**src/rtl/uart_fifo_if.sv**
```systemverilog
// Handshake and status bundle between a UART FIFO and its producer/consumer.
// Error ports (ovf, udf, err_clr) exist only when UART_FIFO_ERR_EN is defined.
interface uart_fifo_if #(
  parameter int unsigned DW    = 8,
  parameter int unsigned DEPTH = 16,
  parameter int unsigned AW    = $clog2(DEPTH)
);

  logic          wr_en;
  logic [DW-1:0] wr_data;
  logic          rd_en;
  logic [DW-1:0] rd_data;
  logic          full;
  logic          empty;
  logic [AW:0]   count;
  logic          flush;
  logic          trig_mode;
  logic [AW:0]   trig_lvl;
  logic          trig_irq;
`ifdef UART_FIFO_ERR_EN
  logic          ovf;
  logic          udf;
  logic          err_clr;
`endif

  // Producer/consumer side: drives requests and configuration, observes status.
  modport master (
    output wr_en, wr_data, rd_en, flush, trig_mode, trig_lvl,
`ifdef UART_FIFO_ERR_EN
    output err_clr, input ovf, udf,
`endif
    input  rd_data, full, empty, count, trig_irq
  );

  // FIFO side.
  modport slave (
    input  wr_en, wr_data, rd_en, flush, trig_mode, trig_lvl,
`ifdef UART_FIFO_ERR_EN
    input  err_clr, output ovf, udf,
`endif
    output rd_data, full, empty, count, trig_irq
  );

endinterface

```
**src/rtl/uart_fifo_param.sv**
```systemverilog
// Parameterised show-ahead synchronous FIFO for UART TX/RX paths with exact count,
// flush and trigger-level interrupt. Sticky ovf/udf flags built only with UART_FIFO_ERR_EN.
module uart_fifo_param #(
  parameter int unsigned DW    = 8,
  parameter int unsigned DEPTH = 16,
  parameter int unsigned AW    = $clog2(DEPTH)
) (
  input  logic             clk,
  input  logic             reset,
  uart_fifo_if.slave       bus
);

  localparam int unsigned CW = AW + 1;
  localparam logic [CW-1:0] FULL_CNT = CW'(DEPTH);

  logic [DW-1:0] mem [DEPTH];

  logic [AW-1:0] wr_ptr;
  logic [AW-1:0] rd_ptr;
  logic [CW-1:0] count_q;
  logic          trig_irq_q;

  logic [AW-1:0] wr_ptr_d;
  logic [AW-1:0] rd_ptr_d;
  logic [CW-1:0] count_d;

  logic          full_c;
  logic          empty_c;
  logic          wr_acc_c;
  logic          rd_acc_c;
  logic          mem_we_c;
  logic          trig_c;

  // Status is decoded from the count register, never from pointer equality.
  assign full_c  = (count_q == FULL_CNT);
  assign empty_c = (count_q == '0);

  // A write on a full FIFO is still accepted when a read frees the head slot.
  assign wr_acc_c = bus.wr_en & (~full_c | bus.rd_en);
  assign rd_acc_c = bus.rd_en & ~empty_c;
  assign mem_we_c = wr_acc_c & ~bus.flush;

  // Next-state for pointers and occupancy; flush overrides any request.
  always_comb begin
    wr_ptr_d = wr_ptr;
    rd_ptr_d = rd_ptr;
    count_d  = count_q;
    if (bus.flush) begin
      wr_ptr_d = '0;
      rd_ptr_d = '0;
      count_d  = '0;
    end else begin
      if (wr_acc_c) begin
        wr_ptr_d = wr_ptr + AW'(1);
      end
      if (rd_acc_c) begin
        rd_ptr_d = rd_ptr + AW'(1);
      end
      unique case ({wr_acc_c, rd_acc_c})
        2'b10:   count_d = count_q + CW'(1);
        2'b01:   count_d = count_q - CW'(1);
        default: count_d = count_q;
      endcase
    end
  end

  always_ff @(posedge clk or posedge reset) begin
    if (reset) begin
      wr_ptr  <= '0;
      rd_ptr  <= '0;
      count_q <= '0;
    end else begin
      wr_ptr  <= wr_ptr_d;
      rd_ptr  <= rd_ptr_d;
      count_q <= count_d;
    end
  end

  // Storage is deliberately not reset.
  always_ff @(posedge clk) begin
    if (mem_we_c) begin
      mem[wr_ptr] <= bus.wr_data;
    end
  end

  // TX sense asks for refill at or below the level; RX sense asks for drain at or above it.
  always_comb begin
    trig_c = 1'b0;
    if (bus.trig_mode) begin
      trig_c = (count_q >= bus.trig_lvl) && !empty_c;
    end else begin
      trig_c = (count_q <= bus.trig_lvl);
    end
  end

  always_ff @(posedge clk or posedge reset) begin
    if (reset) begin
      trig_irq_q <= 1'b0;
    end else begin
      trig_irq_q <= trig_c;
    end
  end

`ifdef UART_FIFO_ERR_EN
  logic ovf_q;
  logic udf_q;
  logic ovf_set_c;
  logic udf_set_c;

  // Any read on empty is an underflow, even when a same-cycle write lands.
  assign ovf_set_c = ~bus.flush & bus.wr_en & full_c & ~bus.rd_en;
  assign udf_set_c = ~bus.flush & bus.rd_en & empty_c;

  // Sticky flags; a new error in the clearing cycle wins over err_clr.
  always_ff @(posedge clk or posedge reset) begin
    if (reset) begin
      ovf_q <= 1'b0;
      udf_q <= 1'b0;
    end else begin
      if (ovf_set_c) begin
        ovf_q <= 1'b1;
      end else if (bus.err_clr) begin
        ovf_q <= 1'b0;
      end
      if (udf_set_c) begin
        udf_q <= 1'b1;
      end else if (bus.err_clr) begin
        udf_q <= 1'b0;
      end
    end
  end

  assign bus.ovf = ovf_q;
  assign bus.udf = udf_q;
`endif

  assign bus.rd_data  = mem[rd_ptr];
  assign bus.full     = full_c;
  assign bus.empty    = empty_c;
  assign bus.count    = count_q;
  assign bus.trig_irq = trig_irq_q;

endmodule
```
**src/flat_wrapper.sv**
```systemverilog
// flat-port wrapper written by rule: the top's interface ports become plain ports
module uart_fifo_param_flat 
#(
  parameter int unsigned DW    = 8,
  parameter int unsigned DEPTH = 16,
  parameter int unsigned AW    = $clog2(DEPTH)
)
  (clk, reset, bus_wr_en, bus_wr_data, bus_rd_en, bus_flush, bus_trig_mode, bus_trig_lvl, bus_rd_data, bus_full, bus_empty, bus_count, bus_trig_irq);
  uart_fifo_if #(.DW(DW), .DEPTH(DEPTH), .AW(AW)) bus_i ();
  input  logic clk;
  input  logic reset;
  input wire logic [$bits(bus_i.wr_en)-1:0] bus_wr_en;
  input wire logic [$bits(bus_i.wr_data)-1:0] bus_wr_data;
  input wire logic [$bits(bus_i.rd_en)-1:0] bus_rd_en;
  input wire logic [$bits(bus_i.flush)-1:0] bus_flush;
  input wire logic [$bits(bus_i.trig_mode)-1:0] bus_trig_mode;
  input wire logic [$bits(bus_i.trig_lvl)-1:0] bus_trig_lvl;
  output wire logic [$bits(bus_i.rd_data)-1:0] bus_rd_data;
  output wire logic [$bits(bus_i.full)-1:0] bus_full;
  output wire logic [$bits(bus_i.empty)-1:0] bus_empty;
  output wire logic [$bits(bus_i.count)-1:0] bus_count;
  output wire logic [$bits(bus_i.trig_irq)-1:0] bus_trig_irq;
  assign bus_i.wr_en = bus_wr_en;
  assign bus_i.wr_data = bus_wr_data;
  assign bus_i.rd_en = bus_rd_en;
  assign bus_i.flush = bus_flush;
  assign bus_i.trig_mode = bus_trig_mode;
  assign bus_i.trig_lvl = bus_trig_lvl;
  assign bus_rd_data = bus_i.rd_data;
  assign bus_full = bus_i.full;
  assign bus_empty = bus_i.empty;
  assign bus_count = bus_i.count;
  assign bus_trig_irq = bus_i.trig_irq;
  uart_fifo_param #(.DW(DW), .DEPTH(DEPTH), .AW(AW)) u_core (.clk(clk), .reset(reset), .bus(bus_i));
endmodule
```
**config.mk**
```make
export PLATFORM = sky130hd
export DESIGN_NAME = uart_fifo_param_flat
export DESIGN_NICKNAME = d
export VERILOG_FILES = /design/src/rtl/uart_fifo_if.sv /design/src/rtl/uart_fifo_param.sv /design/src/flat_wrapper.sv
export SDC_FILE = /design/constraint.sdc
export NUM_CORES = 1
export LEC_CHECK = 0
export ABC_AREA = 1
export CAP_MARGIN = 20
export CORE_AREA = 10 10 111 212
export CTS_CLUSTER_SIZE = 10
export DETAILED_ROUTE_END_ITERATION = 10
export DIE_AREA = 0 0 121 222
export DONT_BUFFER_PORTS = 1
export SKIP_CTS_REPAIR_TIMING = 1
export SLEW_MARGIN = 40
export SYNTH_ARGS = -nofsm -noshare
export SYNTH_HDL_FRONTEND = slang
export SYNTH_SLANG_ARGS = --single-unit
export TNS_END_PERCENT = 20
```
**constraint.sdc**
```tcl
create_clock -name clk -period 4.7 [get_ports clk]
set_clock_uncertainty 0.2 [all_clocks]
set_input_delay 0.94 -clock clk [delete_from_list [all_inputs] [get_ports clk]]
set_output_delay 0.94 -clock clk [all_outputs]
set_load 0.1 [all_outputs]
```
==> reports/summary.txt <==
Ports: 35
commonest cells after routing, fill and taps aside: sky130_fd_sc_hd__edfxtp_1, sky130_fd_sc_hd__nor2_1, sky130_fd_sc_hd__nand2_1, sky130_fd_sc_hd__o21ai_0
total power divided by cell area: 581 nW/µm²
storage element area: 4200 µm²
met1 track utilization from global routing: 0.105
worst reg2reg path endpoint: u_core.mem[10][7]
Critical Path End: bus_rd_data[5]
logic gate share of total power: 0.290
flops & latches, synth: 142
Arrival @ worst endpoint: 2.52 ns
I/O Buffers: 0
Final Cycle Share: 0.778
crit path max fanout: 44
fraction of final layout cells sized beyond drive strength 1: 0.160
root cell of the clock tree: sky130_fd_sc_hd__clkbuf_16
multi-input combinational cell area: 1740 µm²
max-slew violations: 0
number of buffers on the longest clock path: 2
fill count: 1,918
setup repair after global routing missed its margin: false
Switch Pwr: 1.51 mW
detailed-route wire length: 14.6 mm
reg-to-reg setup timing slack: 1.87 ns
Reg clk slew, reported paths: 0.06 ns
RD Place Congestion: 0.851
Critical Path Source Type: flip-flop
highest achievable clock rate: 0.273 GHz
first-pass iteration count of the detailed router: 4
synth warn: 0
horizontal die dimension: 121 µm
share of the yosys chip area belonging to registers: 0.687
clock latency of the later-clocked register in the worst-skew pair: 0.42 ns
reported leakage power: 2.40 nW
total vias in the final route: 3,874
CTS sink count: 142
number of maximum-capacitance constraint violations: 0
async set or reset register ratio after synthesis: 0.0986
HPWL after DPL: 9.86 mm
via count of the first global-routing pass: 4,121
startpoint of the most critical register-to-register path: u_core.bus.count[1]
Final ANT Viol Nets: 0
antenna fix cells: 0
deepest level of the CTS H-tree: 4
area added between synthesis and finish: 17.2%
CTS tree: built
clock network fraction of design power: 0.344
P_int: 2.65 mW
number of setup violations in the final report: 0
count of different cell masters after synthesis: 30
placeable core area: 20,000 µm²
Sw Share: 0.363
final period demand of the worst path: 3.66 ns
die footprint: 26,900 µm²
Routed wire per std cell: 18.9 µm
DR iter-0 viols: 182
min setup slack post-route: 1.04 ns
peak supply drop: 0.474 mV
Data required, critical path: 3.56 ns
Remaining DRCs: 0
number of hold-slack violations in the final timing report: 0
classification of the worst-slack hold path: input pin to async pin
most common cell after layout, fill and taps aside: sky130_fd_sc_hd__edfxtp_1
Mapped Area: 6110 µm²
met3 Resource Use GR: 0.0273
number of instances in the synthesized netlist: 479
setup TNS: 0 ns
maximum number of pins on one net before global-route repair: 59
GR met2 Demand/Resource: 0.211
mean post-synth cell area: 12.7 µm²
ratio of routed vias to standard cells: 5.04
kind of critical path: flip-flop to output pin
Row Count: 73
number of enable-type register cells in the synthesized netlist: 128
grt total ovfl: 0
GRT Max-Usage Layer: met2
kind of capture point of the worst setup path: output pin
dominant register cell in the synthesized netlist: sky130_fd_sc_hd__edfxtp_1
Worst-Margin Slew: 0.830 ns
floorplan die height: 222 µm
aggregate global-route resource usage: 0.112
status: complete, no violations
power share of the sequential group: 0.366
first-pass GRT wire length: 22.7 mm
number of CTS-inserted buffers: 17
net count of the finished layout: 525
starting utilization of the core area: 0.305
initial antenna violation count: 0
number of cells traversed by the worst register-to-register path: 10
slew margin rel.: 0.445
launch point of the critical path: u_core.rd_ptr[0]
worst setup slack after placement: 1.46 ns
syn nets: 510
==> layer usage <==
metal / share of wire / wire [µm]
met3: 0.039 / 568
met2: 0.57 / 8240
met1: 0.36 / 5270
met4: 0.033 / 486
met5: 0 / 0
==> per-stage QoR <==
stage          instance area (µm²)  hold slack (ns)   util  total power, mW  cells
5_1_grt                       7160            0.328  0.358             4.33    769
3_5_place_dp                  6510            0.351  0.325             2.76    737
6_report                      7160            0.281  0.358             4.16    769
4_1_cts                       7140            0.299  0.357             4.18    769
2_1_floorplan                 6110            0.298      -             2.51    479
3_3_place_gp                  6480            0.326  0.324             2.74    737
==> worst max-delay path, stage by stage (launching register included) <==
cell and delay (ns):
sky130_fd_sc_hd__dfrtp_2 0.67, sky130_fd_sc_hd__buf_12 0.30, sky130_fd_sc_hd__mux2i_1 0.35, sky130_fd_sc_hd__o221ai_1 0.16, sky130_fd_sc_hd__nand3_1 0.23, sky130_fd_sc_hd__nand2_1 0.09
sky130_fd_sc_hd__buf_4 0.24
==> final cells by class <==
cell class                 instances  share of cell area
tap                              262              0.0458
multi-input combinational        286               0.243
clock buffer                      20              0.0610
clock inverter                    12              0.0269
inverter                          29              0.0152
sequential                       142               0.587
timing repair buffer              18              0.0206
==> cell families (layout without fill, tap and decap cells) <==
group / Yosys count / count (layout) / share of synthesized area
simple gates: 154 / 154 / 0.110
compound gates: 98 / 98 / 0.108
buf+inv: 51 / 79 / 0.0344
fa+ha+maj: 12 / 12 / 0.0246
mux: 22 / 22 / 0.0361
flops: 142 / 142 / 0.687
==> power groups by stage <==
stage          logic (mW)  clock network, mW  registers [mW]
2_1_floorplan       0.899                  0            1.61
3_3_place_gp         1.19                  0            1.54
3_5_place_dp         1.22                  0            1.55
4_1_cts              1.22               1.44            1.52
5_1_grt              1.30               1.50            1.53
6_report             1.21               1.43            1.52
==> cell usage after synthesis (all sizes together) (12+ instances only) <==
master / n / area share
edfxtp: 128 / 0.63
o21ai: 45 / 0.037
nand3: 24 / 0.024
clkbuf: 12 / 0.0074
mux2i: 22 / 0.036
inv: 26 / 0.016
nor2: 78 / 0.049
dfrtp: 14 / 0.057
nand2: 46 / 0.032
o221ai: 22 / 0.032
ha: 12 / 0.025
==> flip-flops by register name (all words and copies together) (netlist names) <==
name	count
u_core.bus.count	5
u_core.rd_ptr	4
u_core.wr_ptr	4
u_core.bus.trig_irq	1
u_core.mem	128
==> worst min path at each step <==
stage / from / end / slack (ns) / cells after the start
2_1_floorplan: u_core.wr_ptr[2] / u_core.wr_ptr[2] / 0.30 / 1
3_3_place_gp: u_core.wr_ptr[2] / u_core.wr_ptr[2] / 0.33 / 1
6_report: reset / u_core.bus.count[0] / 0.28 / 1
5_1_grt: reset / u_core.wr_ptr[0] / 0.33 / 1
3_5_place_dp: u_core.wr_ptr[2] / u_core.wr_ptr[2] / 0.35 / 1
4_1_cts: reset / u_core.bus.trig_irq / 0.30 / 1
(Power assumes the default switching activity.)
